[src/rtl/qp_mem_arbiter.sv]
// qp_mem_arbiter
// Shares the single-port query-patch SRAM between the kNN search engine
// (primary) and the Wishbone debug path (secondary, exclusive in debug mode).
// Grants are combinational. Read-valid flags are registered, so each read
// returns to the requester that issued it. A wait counter keeps Wishbone from
// starving, and a one-cycle SWITCH bubble drains the SRAM on every mode change.
module qp_mem_arbiter #(
    parameter int DATA_WIDTH = 11,
    parameter int PATCH_SIZE = 5,
    parameter int ADDR_WIDTH = 9,
    parameter int MAX_WAIT   = 8,
    parameter int CNT_WIDTH  = 16
) (
    input  logic                             clk,
    input  logic                             rst_n,
    input  logic                             wbs_mode,
    input  logic                             eng_req,
    input  logic                             eng_we,
    input  logic [ADDR_WIDTH-1:0]            eng_addr,
    input  logic [PATCH_SIZE*DATA_WIDTH-1:0] eng_wdata,
    output logic                             eng_gnt,
    output logic                             eng_rvalid,
    output logic [PATCH_SIZE*DATA_WIDTH-1:0] eng_rdata,
    input  logic                             wbs_req,
    input  logic                             wbs_we,
    input  logic [ADDR_WIDTH-1:0]            wbs_addr,
    input  logic [PATCH_SIZE*DATA_WIDTH-1:0] wbs_wdata,
    output logic                             wbs_gnt,
    output logic                             wbs_rvalid,
    output logic [PATCH_SIZE*DATA_WIDTH-1:0] wbs_rdata,
    output logic                             mem_csb0,
    output logic                             mem_web0,
    output logic [ADDR_WIDTH-1:0]            mem_addr0,
    output logic [PATCH_SIZE*DATA_WIDTH-1:0] mem_wpatch0,
    input  logic [PATCH_SIZE*DATA_WIDTH-1:0] mem_rpatch0,
    output logic [CNT_WIDTH-1:0]             conflict_cnt
);

    localparam int PW = PATCH_SIZE * DATA_WIDTH;
    localparam int WW = $clog2(MAX_WAIT + 1);

    typedef enum logic [1:0] {
        ST_ENG    = 2'd0,
        ST_SWITCH = 2'd1,
        ST_DBG    = 2'd2
    } state_t;

    state_t                 state_r;
    state_t                 state_next_s;
    logic [WW-1:0]          wait_cnt_r;
    logic                   starve_s;
    logic                   eng_gnt_s;
    logic                   wbs_gnt_s;
    logic                   eng_rvalid_r;
    logic                   wbs_rvalid_r;
    logic [CNT_WIDTH-1:0]   conflict_cnt_r;
    logic                   mem_csb0_s;
    logic                   mem_web0_s;
    logic [ADDR_WIDTH-1:0]  mem_addr0_s;
    logic [PW-1:0]          mem_wpatch0_s;

    // Grant decision: engine first, Wishbone when engine idle or starved.
    // Gated by rst_n so grants drop immediately when reset is asserted.
    always_comb begin
        eng_gnt_s = 1'b0;
        wbs_gnt_s = 1'b0;
        starve_s  = (wait_cnt_r == WW'(MAX_WAIT));
        if (!rst_n) begin
            eng_gnt_s = 1'b0;
            wbs_gnt_s = 1'b0;
        end else begin
            case (state_r)
                ST_ENG: begin
                    eng_gnt_s = eng_req & ~starve_s;
                    wbs_gnt_s = wbs_req & (~eng_req | starve_s);
                end
                ST_DBG: begin
                    eng_gnt_s = 1'b0;
                    wbs_gnt_s = wbs_req;
                end
                ST_SWITCH: begin
                    eng_gnt_s = 1'b0;
                    wbs_gnt_s = 1'b0;
                end
                default: begin
                    eng_gnt_s = 1'b0;
                    wbs_gnt_s = 1'b0;
                end
            endcase
        end
    end

    // Next-state logic: every mode change passes through one SWITCH cycle.
    always_comb begin
        state_next_s = state_r;
        case (state_r)
            ST_ENG: begin
                if (wbs_mode) begin
                    state_next_s = ST_SWITCH;
                end else begin
                    state_next_s = ST_ENG;
                end
            end
            ST_DBG: begin
                if (!wbs_mode) begin
                    state_next_s = ST_SWITCH;
                end else begin
                    state_next_s = ST_DBG;
                end
            end
            ST_SWITCH: begin
                if (wbs_mode) begin
                    state_next_s = ST_DBG;
                end else begin
                    state_next_s = ST_ENG;
                end
            end
            default: begin
                state_next_s = ST_ENG;
            end
        endcase
    end

    // SRAM command mux: the granted requester drives the port, idle is all-quiet.
    always_comb begin
        mem_csb0_s    = ~(eng_gnt_s | wbs_gnt_s);
        mem_web0_s    = 1'b1;
        mem_addr0_s   = {ADDR_WIDTH{1'b0}};
        mem_wpatch0_s = {PW{1'b0}};
        if (eng_gnt_s) begin
            mem_web0_s    = ~eng_we;
            mem_addr0_s   = eng_addr;
            mem_wpatch0_s = eng_wdata;
        end else if (wbs_gnt_s) begin
            mem_web0_s    = ~wbs_we;
            mem_addr0_s   = wbs_addr;
            mem_wpatch0_s = wbs_wdata;
        end else begin
            mem_web0_s    = 1'b1;
            mem_addr0_s   = {ADDR_WIDTH{1'b0}};
            mem_wpatch0_s = {PW{1'b0}};
        end
    end

    // Mode state register.
    always_ff @(posedge clk or negedge rst_n) begin
        if (!rst_n) begin
            state_r <= ST_ENG;
        end else begin
            state_r <= state_next_s;
        end
    end

    // Wishbone wait counter: counts denied cycles in ENG, saturating at MAX_WAIT.
    // Cleared on a Wishbone grant and whenever the arbiter is entering or in
    // a non-ENG state, so each normal-mode stretch starts with a fresh bound.
    always_ff @(posedge clk or negedge rst_n) begin
        if (!rst_n) begin
            wait_cnt_r <= {WW{1'b0}};
        end else if ((state_r != ST_ENG) || (state_next_s == ST_SWITCH)) begin
            wait_cnt_r <= {WW{1'b0}};
        end else if (wbs_gnt_s) begin
            wait_cnt_r <= {WW{1'b0}};
        end else if (wbs_req && (wait_cnt_r != WW'(MAX_WAIT))) begin
            wait_cnt_r <= wait_cnt_r + WW'(1);
        end else begin
            wait_cnt_r <= wait_cnt_r;
        end
    end

    // Read-return ownership: flag the requester whose read was granted.
    always_ff @(posedge clk or negedge rst_n) begin
        if (!rst_n) begin
            eng_rvalid_r <= 1'b0;
            wbs_rvalid_r <= 1'b0;
        end else begin
            eng_rvalid_r <= eng_gnt_s & ~eng_we;
            wbs_rvalid_r <= wbs_gnt_s & ~wbs_we;
        end
    end

    // Saturating count of cycles where both requesters want the SRAM.
    always_ff @(posedge clk or negedge rst_n) begin
        if (!rst_n) begin
            conflict_cnt_r <= {CNT_WIDTH{1'b0}};
        end else if (eng_req && wbs_req && (conflict_cnt_r != {CNT_WIDTH{1'b1}})) begin
            conflict_cnt_r <= conflict_cnt_r + CNT_WIDTH'(1);
        end else begin
            conflict_cnt_r <= conflict_cnt_r;
        end
    end

    assign eng_gnt      = eng_gnt_s;
    assign wbs_gnt      = wbs_gnt_s;
    assign eng_rvalid   = eng_rvalid_r;
    assign wbs_rvalid   = wbs_rvalid_r;
    assign eng_rdata    = mem_rpatch0;
    assign wbs_rdata    = mem_rpatch0;
    assign mem_csb0     = mem_csb0_s;
    assign mem_web0     = mem_web0_s;
    assign mem_addr0    = mem_addr0_s;
    assign mem_wpatch0  = mem_wpatch0_s;
    assign conflict_cnt = conflict_cnt_r;

endmodule

[config.mk]
export PLATFORM = sky130hd
export DESIGN_NAME = qp_mem_arbiter
export DESIGN_NICKNAME = d
export VERILOG_FILES = /design/src/rtl/qp_mem_arbiter.sv
export SDC_FILE = /design/constraint.sdc
export NUM_CORES = 1
export LEC_CHECK = 0
export CORE_AREA = 2 2 151 153
export DETAILED_ROUTE_END_ITERATION = 7
export DIE_AREA = 0 0 153 155
export PLACE_DENSITY = 0.53
export SKIP_LAST_GASP = 1
export SLEW_MARGIN = 20
export SYNTH_ARGS = -nofsm -noshare
export SYNTH_HDL_FRONTEND = slang
export SYNTH_SLANG_ARGS = --single-unit
export TNS_END_PERCENT = 30
[constraint.sdc]
create_clock -name clk -period 4.4 [get_ports clk]
set_input_delay 0.66 -clock clk [delete_from_list [all_inputs] [get_ports clk]]
set_output_delay 0.66 -clock clk [all_outputs]
set_load 0.02 [all_outputs]
* After elaboration in Yosys (flattened, before gate mapping) *
Cells that the tools add are included.

storage, ports and cells
  register bits after elaboration = 24
  input bits = 190
  word-level logic and storage cells = 48

cells by class
  mux-type cells = 17
  reduce and logical (&&, ||, !) cells = 7
  $add $sub $neg = 2
  equal/unequal tests = 6
  bitwise operators = 11

operator list
  operator                                                               count
  55-bit two-way mux                                                     2
  9-bit two-way mux                                                      2
  16-bit by 1-bit adder with 16-bit output, second input constant        1
  16-bit != test, second input constant                                  1
  4-bit two-way mux                                                      3
  1-bit two-way mux                                                      6
  2-bit case mux with 3 select lines                                     1
  1-bit NOT                                                              5
  4-bit by 1-bit adder with 4-bit output, second input constant          1
  1-bit bitwise AND                                                      4
  2-bit by 1-bit equality test with 1-bit output, second input constant  2
  4-bit equality test, second input constant                             1
  2-bit two-way mux                                                      2
  4-bit != test, second input constant                                   1
  1-bit logical AND                                                      3
  3-bit nonzero test                                                     1
  2-bit equality test, second input constant                             1
  2-bit zero test                                                        1
  1-bit OR                                                               2
  1-bit case mux with 2 select lines                                     1
  2-bit nonzero test                                                     1
  1-bit logical OR                                                       1

* Longest topological paths before layout *
Gate-level depths: netlist (run 1).

  depth after elaboration = 7
  gate-level depth with buffers = 9
  mapped depth without buffers = 6

* Least setup slack after synthesis (run 1) *
No wires, ideal clock.

  kind = register -> output
  start point = register wait_cnt_r[0]
  end point = output port mem_addr0[0]
  data arrival time = 1.711 ns
  stages on the path, launching flop included = 9
  slack = 2.029 ns
  data required time = 3.740 ns
  path buffers = 2
  cell sequence = dfrtp_1 -> inv_1 -> ha_1 -> nand3b_1 -> nand3b_1 -> nor2b_1 -> buf_2 -> buf_2 -> a22o_1

on the way
  cells in the longest elaborated chain, start to end = 7
  elaborated cells on any way between the ends = 11

ends and longest elaborated chain
  element                             RTL line  text
  start: declaration                  50        logic [WW-1:0] wait_cnt_r;
  start signal: assignment            159       wait_cnt_r <= {WW{1'b0}};
  start signal: assignment            161       wait_cnt_r <= {WW{1'b0}};
  start signal: assignment            163       wait_cnt_r <= {WW{1'b0}};
  4-bit equality test (*)             67        starve_s = (wait_cnt_r == WW'(MAX_WAIT));
  1-bit OR                            75        wbs_gnt_s = wbs_req & (~eng_req | starve_s);
  1-bit bitwise AND                   75
  1-bit case mux with 2 select lines  72        case (state_r)
  1-bit two-way mux                   68        if (!rst_n) begin
  9-bit two-way mux                   134       end else if (wbs_gnt_s) begin
  9-bit two-way mux (*)               130       if (eng_gnt_s) begin
  end: declaration                    33        output logic [ADDR_WIDTH-1:0] mem_addr0,

Mark *: on every way between the ends. The rest lies on a longest branch, timed or not.

* Worst setup path after layout (run 1) *
  start point = input port wbs_req
  end point = output port mem_wpatch0[9]

on the way
  cells in the longest elaborated chain, start to end = 5

ends and longest elaborated chain
  element                                 RTL line  text
  start: declaration                      24        input logic wbs_req,
  1-bit bitwise AND                       75
  1-bit case mux with 2 select lines (*)  72
  1-bit two-way mux (*)                   68
  55-bit two-way mux (*)                  134
  55-bit two-way mux (*)                  130
  end: declaration                        34        output logic [PATCH_SIZE*DATA_WIDTH-1:0] mem_wpatch0,

Marked as above.

==> impl_results.md, run 1 <==
- Status: completed
- TritonCTS buffer count: 3
- Setup TNS Final: 0 ns
- Clock skew: approximately 0.003 ns
- Worst Max-Slew Pin Slew: 0.547 ns
- Grt ovf: 0
- Clock root buffer: clkbuf_16
- NumNets Final: 604
- H-tree depth: 1
- Max VDD drop: 274 uV
- FF-to-FF setup slack: 2.37 ns
- Yosys top cell by area: buf_4
- Area delta synth->final: 65.3%
- Post-Syn Area per Cell: 8.86 um2
- Minimum clock period: 3.57 ns
- WHS: between 0.5 and 0.6 ns
- Vias: 2652
- Tot GR Track Use: 0.102
- Die ar.: 0.0237 mm2
- Largest net degree at the start of global routing: 39
- Post-synth EDFFs: 0
- CP max-delay cell: clkdlybuf4s50_1
- CP startpoint kind: input pin
- Drt pass-1 iters: 4
- Clock sink count: 24
- Most frequent CP cell: clkdlybuf4s50_1
- Top-area cell type share of the netlist area: 0.302
- Worst stage delay on the critical path: 0.72 ns
- Drt wl/cell: between 15 and 20 um
- Initial Util: 0.123
- Row count: between 50 and 60
- Setup violations, final: 0
- WS Path Type: in -> out
- Relative slew slack: 0.633
- CTS tree: done
- Seq/Total Area, Yosys: 0.219
- # Post-CTS Setup Buffers: 0
- Share of layout cells above drive strength 1: 0.0512
- Synth cell types: 40
- Fin crit share: 0.810
- Die W: 153 um
- Cells after Synth: 309
- Fmax: 280 MHz
- Ys flop type: dfrtp_1
- IO Pins: 386
- Placer Congestion: 0.694
- Antenna-violating nets left: 0
- Cts repair resizes: 0
- CP required: around 3.7 ns
- Dominant cells by area after synthesis: buf_4, dfrtp_1, a22o_1
- RSZ-0062 raised after global routing: no
- Initial antenna violation count: 7
- Async S/R FF share, synth: 1.00
- Max_cap viols: 0
- Synthesized Nets: 502
- WP data arrival: 2.91 ns
- Core footprint: 0.0222 mm2
- Worst setup EP type: output port
- Hpwl dp: 11.1 mm
- Power per Cell Area: around 320 mW/mm2
- Top Family by Delay on Critical Path: buffers and inverters
- Vias in the first global route: 2683
- Die Height: 155 um
- Final core occ: 0.204
- Worst-Skew Late Latency: ~0.26 ns
- CP Max Fanout: 38
- Clk buf depth: 2
- Leak: between 1.5 and 2 nW
- Initial DRC Count: 119
- Max-slew violations: 0
- Input/output buffers: 220
- Post-CTS Hold Buffers: 0
- Mapped Area: ~0.0027 mm2
- Synthesis-stage register bit count: 24
- Worst-path clk slew: about 0.060 ns
- First-pass GRT wire length: 18.1 mm
- Crit path buf inv count: 3
- Leading cell type by number of instances after synthesis: buf_4
- Vias per cell: 3.79
- Total chip power: 1.43 mW
- Synth top cells by count: buf_4, a22o_1, dfrtp_1
- Crit path cell chain: clkdlybuf4s50_1 > and3_2 > buf_4 > a22o_1 > clkdlybuf4s50_1
- Synth warn: 0
- Post-Route WL: ~13 mm
- HP Class: reg -> reg
- DRC: 0
- Final hold violations: 0
## power by group
group	total, mW	switching, mW	leakage, nW	internal (mW)
registers	0.328	0.0643	0.316	0.263
clock network	0.215	0.0760	0.0442	0.139
logic	0.885	0.414	1.33	0.471
total	1.43	0.554	1.69	0.874
## logic make-up (layout without fill, tap and decap cells)
logic type / count (synthesis) / after routing / synth area share
AO/OA/AOI/OAI: 79 / 79 / 0.244
XOR/XNOR: 16 / 16 / 0.0512
adder cells (fa/ha/maj): 3 / 3 / 0.0137
buffers and inverters: 132 / 233 / 0.341
flip-flops: 24 / 24 / 0.219
multiplexers: 2 / 2 / 0.00960
other: 0 / 5 / 0
AND/OR/NAND/NOR: 53 / 53 / 0.122
## placed cells by master, fill, tap and decap left out, drive strengths merged, types with 2 or more instances in the layout
cell type      Yosys  final
mux2               2      2
a22o              64     64
nand2             12     12
diode              0      5
or3                2      2
nor2b              3      3
buf              125      5
clkdlybuf4s50      0    220
o21a               2      2
dfrtp             24     24
inv                4      4
nand3b             2      2
o211ai             2      2
a211oi             2      2
and3               5      5
xnor2              5      5
xor2              11     11
nand4              5      5
ha                 3      3
nand3              7      7
and2               3      3
nor2               6      6
a21oi              4      4
nor4               3      3
clkbuf             3      4
## stage by stage
stage	setup slack (ns)	area (um2)	std cells
5_1_grt	0.650	4520	697
6_report	0.835	4530	700
2_1_floorplan	2.03	2740	309
3_3_place_gp	0.770	4420	691
3_5_place_dp	0.790	4420	691
4_1_cts	0.781	4510	695
## worst paths after layout
| path | from | to | cells after the start |
|---|---|---|---|
| max in group asynchronous | rst_n | wait_cnt_r[2]$_DFFE_PN0P_ | 2 |
| min in group asynchronous | rst_n | conflict_cnt[3]$_DFFE_PN0P_ | 2 |
| hold / removal | state_r[0]$_DFF_PN0_ | state_r[0]$_DFF_PN0_ | 1 |
| setup / recovery | wbs_req | mem_wpatch0[9] | 5 |
| hold reg to reg | state_r[0]$_DFF_PN0_ | state_r[0]$_DFF_PN0_ | 1 |
| setup reg to reg | conflict_cnt[0]$_DFFE_PN0P_ | conflict_cnt[1]$_DFFE_PN0P_ | 5 |
## sequential cells by signal (all words and copies together) (netlist names)
register,flops
conflict_cnt,16
wait_cnt_r,4
state_r,2
eng_rvalid,1
wbs_rvalid,1
## cell type report
| type | count | area [um2] |
|---|---|---|
| inverter | 4 | 15.0 |
| sequential | 24 | 601 |
| clock buffer | 4 | 88.8 |
| multi-input combinational | 153 | 1210 |
| antenna | 5 | 12.5 |
| timing repair buffer | 225 | 2240 |
| fill | 2463 | 17700 |
| tap | 285 | 357 |
## metal layers
metal	vias up	track usage	routed length [um]
li1	1209	-	-
met2	211	0.143	5310
met4	4	0.0220	255
met5	-	0	25
met3	41	0.0744	2180
met1	1187	0.126	5200
No activity file was read; power rests on OpenSTA's default activity.
==> run 2: changes to the inputs <==
--- a/config.mk
+++ b/config.mk
@@ -5,10 +5,10 @@
 export SDC_FILE = /design/constraint.sdc
 export NUM_CORES = 1
 export LEC_CHECK = 0
-export CORE_AREA = 2 2 151 153
+export CORE_AREA = 2 2 148 150
 export DETAILED_ROUTE_END_ITERATION = 7
-export DIE_AREA = 0 0 153 155
-export PLACE_DENSITY = 0.53
+export DIE_AREA = 0 0 150 152
+export PLACE_DENSITY = 0.55
 export SKIP_LAST_GASP = 1
 export SLEW_MARGIN = 20
 export SYNTH_ARGS = -nofsm -noshare
==> constraint.sdc (replaced) <==
create_clock -name clk -period 3.5 [get_ports clk]
set_input_delay 0.525 -clock clk [delete_from_list [all_inputs] [get_ports clk]]
set_output_delay 0.525 -clock clk [all_outputs]
set_load 0.02 [all_outputs]
==> run 2 against run 1 <==
Compared with the run above: combinational power increased by 27%; sequential share of layout area about the same; critical path depth increased by 3; die area decreased by 3.9%; setup slack got worse by 0.58 ns; first-iteration DRC count decreased by 18%; via count increased by 0.38%; flip-flop and latch count unchanged; clock power increased by 28%.
==> impl_results.md, run 2 (synthesis results as in run 1) <==
- Status: completed
- Clk pwr share: 0.152 (about the same)
- Worst Reg-to-Reg Cells: 5 (unchanged)
- Leak: 1.70 nW (+0.45%)
- FF/Latch Area: 601 um2 (unchanged)
- Die Height: 152 um (-1.9%)
- Worst-Skew Late Latency: 0.26 ns (about the same)
- HP Start: state_r[0]$_DFF_PN0_
- Cts repair resizes: 0 (unchanged)
- TritonCTS buffer count: 3 (unchanged)
- M1 WL: 5.47 mm (+5.4%)
- Max VDD drop: 337 uV (+23%)
- Die W: 150 um (-2.0%)
- Setup TNS Final: 0 ns (unchanged)
- Worst R2R Start: conflict_cnt[0]$_DFFE_PN0P_
- Row count: 54 (-1.8%)
- First-pass GRT wire length: 19.2 mm (+6.1%)
- NumNets Final: 604 (unchanged)
- Hold EP: state_r[0]$_DFF_PN0_
- Most frequent cells in the layout: clkdlybuf4s50_1, a22o_1, dfrtp_1
- WL met2: 5.89 mm (+11%)
- Worst setup margin: 0.258 ns (-0.577 ns)
- Initial antenna violation count: 10 (+3)
- Fmax: 308 MHz
- H-tree depth: 1 (unchanged)
- Drt pass-1 iters: 4 (unchanged)
- Max-slew violations: 0 (unchanged)
- Relative slew slack: 0.633 (about the same)
- Power per Cell Area: 398 mW/mm2 (+26%)
- Area of the multi-input gates: 0.00121 mm2 (unchanged)
- Worst-path clk slew: 0.06 ns (about the same)
- WS Path Type: reg -> out
- Largest net degree at the start of global routing: 68 (+74%)
- Worst setup path startpoint: wait_cnt_r[0]$_DFFE_PN0P_
- Net Sw Frac: 0.389 (+0.000752)
- # Post-CTS Setup Buffers: 0 (unchanged)
- Final core occ: 0.213 (+0.00913)
- Drt wl/cell: 20.0 um (+7.9%)
- CP startpoint kind: flop
- Fin crit share: 0.926
- Vias: 2662 (+0.38%)
- Hold path depth: 1 (unchanged)
- Fillers: 2363 (-4.1%)
- Antenna-violating nets left: 0 (unchanged)
- WP data arrival: 2.72 ns (-0.19 ns)
- Minimum clock period: 3.24 ns
- IO Pins: 386 (unchanged)
- Post-route cell area: 0.00454 mm2 (+0.36%)
- Setup violations, final: 0 (unchanged)
- RSZ-0062 raised after global routing: no
- Pre-CTS setup slack: 0.309 ns (-0.480 ns)
- Input/output buffers: 220 (unchanged)
- WHS: 0.502 ns (+0.00177 ns)
- Final hold violations: 0 (unchanged)
- Clock sink count: 24 (unchanged)
- Tot GR Track Use: 0.114 (+0.0124)
- Core footprint: 0.0214 mm2 (-3.9%)
- HP Class: reg -> reg
- CTS tree: done
- Post-Route WL: 13.9 mm (+7.1%)
- Clk buf depth: 2 (unchanged)
- Initial Util: 0.128 (+0.00506)
- Die ar.: 0.0228 mm2 (-3.9%)
- DRC: 0 (unchanged)
- Max FFs per register: 16 (unchanged)
- Grt ovf: 0 (unchanged)
- Vias per cell: 3.83 (+1.1%)
- Share of layout cells above drive strength 1: 0.0537 (+0.00244)
- Area delta synth->final: 65.9%
- Placer Congestion: 0.747 (+7.6%)
- Worst Max-Slew Pin Slew: 0.537 ns (-0.00955 ns)
- Post-CTS Hold Buffers: 0 (unchanged)
- Clock root buffer: clkbuf_16
- CP required: 2.97 ns (-0.77 ns)
- Vias in the first global route: 2713 (+1.1%)
- Worst setup EP type: output port
- FF-to-FF End: conflict_cnt[6]$_DFFE_PN0P_
- Reg power frac: 0.229 (about the same)
- Clock skew: 0.00172 ns (-0.00120 ns)
- P_sw: 0.704 mW (+27%)
- Initial DRC Count: 97 (-18%)
- Area after DPL: 0.00444 mm2 (+0.37%)
- CP Max Fanout: 51 (+34%)
- Commonest non-fill, non-tap cell in the layout: clkdlybuf4s50_1
- Combinational power share: 0.619 (about the same)
- FF-to-FF setup slack: 1.49 ns (-0.88 ns)
- Internal Power: 1.11 mW (+27%)
- Max_cap viols: 0 (unchanged)
- Highest metal used: met5
- WL met3: 2.30 mm (+5.4%)
- Hpwl dp: 11.8 mm (+6.8%)
[run 2: changes by cell type in the layout (fill, tap and decap cells not counted)]
cell / before / now
buf_4: 5 / 4
clkdlybuf4s50_1: 220 / 219
buf_12: 0 / 2
[run 2: per-stage QoR]
stage	power, mW	std cells
2_1_floorplan	1.12	309
3_3_place_gp	1.55	686
3_5_place_dp	1.55	686
4_1_cts	1.83	690
5_1_grt	1.91	690
6_report	1.81	695
[run 2: layout make-up]
| type | count | area share |
|---|---|---|
| sequential | 24 | 0.132 |
| timing repair buffer | 225 | 0.498 |
| antenna | 5 | 0.00275 |
| multi-input combinational | 153 | 0.267 |
| clock buffer | 4 | 0.0196 |
| inverter | 4 | 0.00331 |
| tap | 280 | 0.0771 |
[run 2: how the worst max path moves through the flow]
stage | slack (ns) | endpoint
global route | 0.07 | mem_wpatch0[20]
floorplan | 1.26 | mem_addr0[0]
detailed placement | 0.31 | mem_wpatch0[27]
global placement | 0.34 | mem_wpatch0[27]
CTS | 0.23 | mem_wpatch0[27]
finish | 0.26 | mem_wpatch0[46]
[run 2: worst max-delay path, stage by stage, from the launching register on]
cell             delay (ns)
dfrtp_1                0.40
inv_1                  0.10
ha_1                   0.15
nand3b_1               0.15
nand3b_1               0.25
and3_2                 0.29
buf_12                 0.24
a22o_1                 0.18
clkdlybuf4s50_1        0.65
[run 2: power by group through the flow]
stage	clock network [mW]	logic (mW)	registers [mW]
floorplan	0	0.683	0.442
global placement	0	1.13	0.416
detailed placement	0	1.13	0.418
CTS	0.284	1.14	0.413
global route	0.292	1.20	0.426
finish	0.275	1.12	0.413
[run 2: metal layers]
| metal | up-vias | GRT usage |
|---|---|---|
| met3 | 22 | 0.0823 |
| met5 | - | 0.0174 |
| met4 | 8 | 0.0162 |
| li1 | 1213 | - |
| met2 | 242 | 0.172 |
| met1 | 1177 | 0.134 |
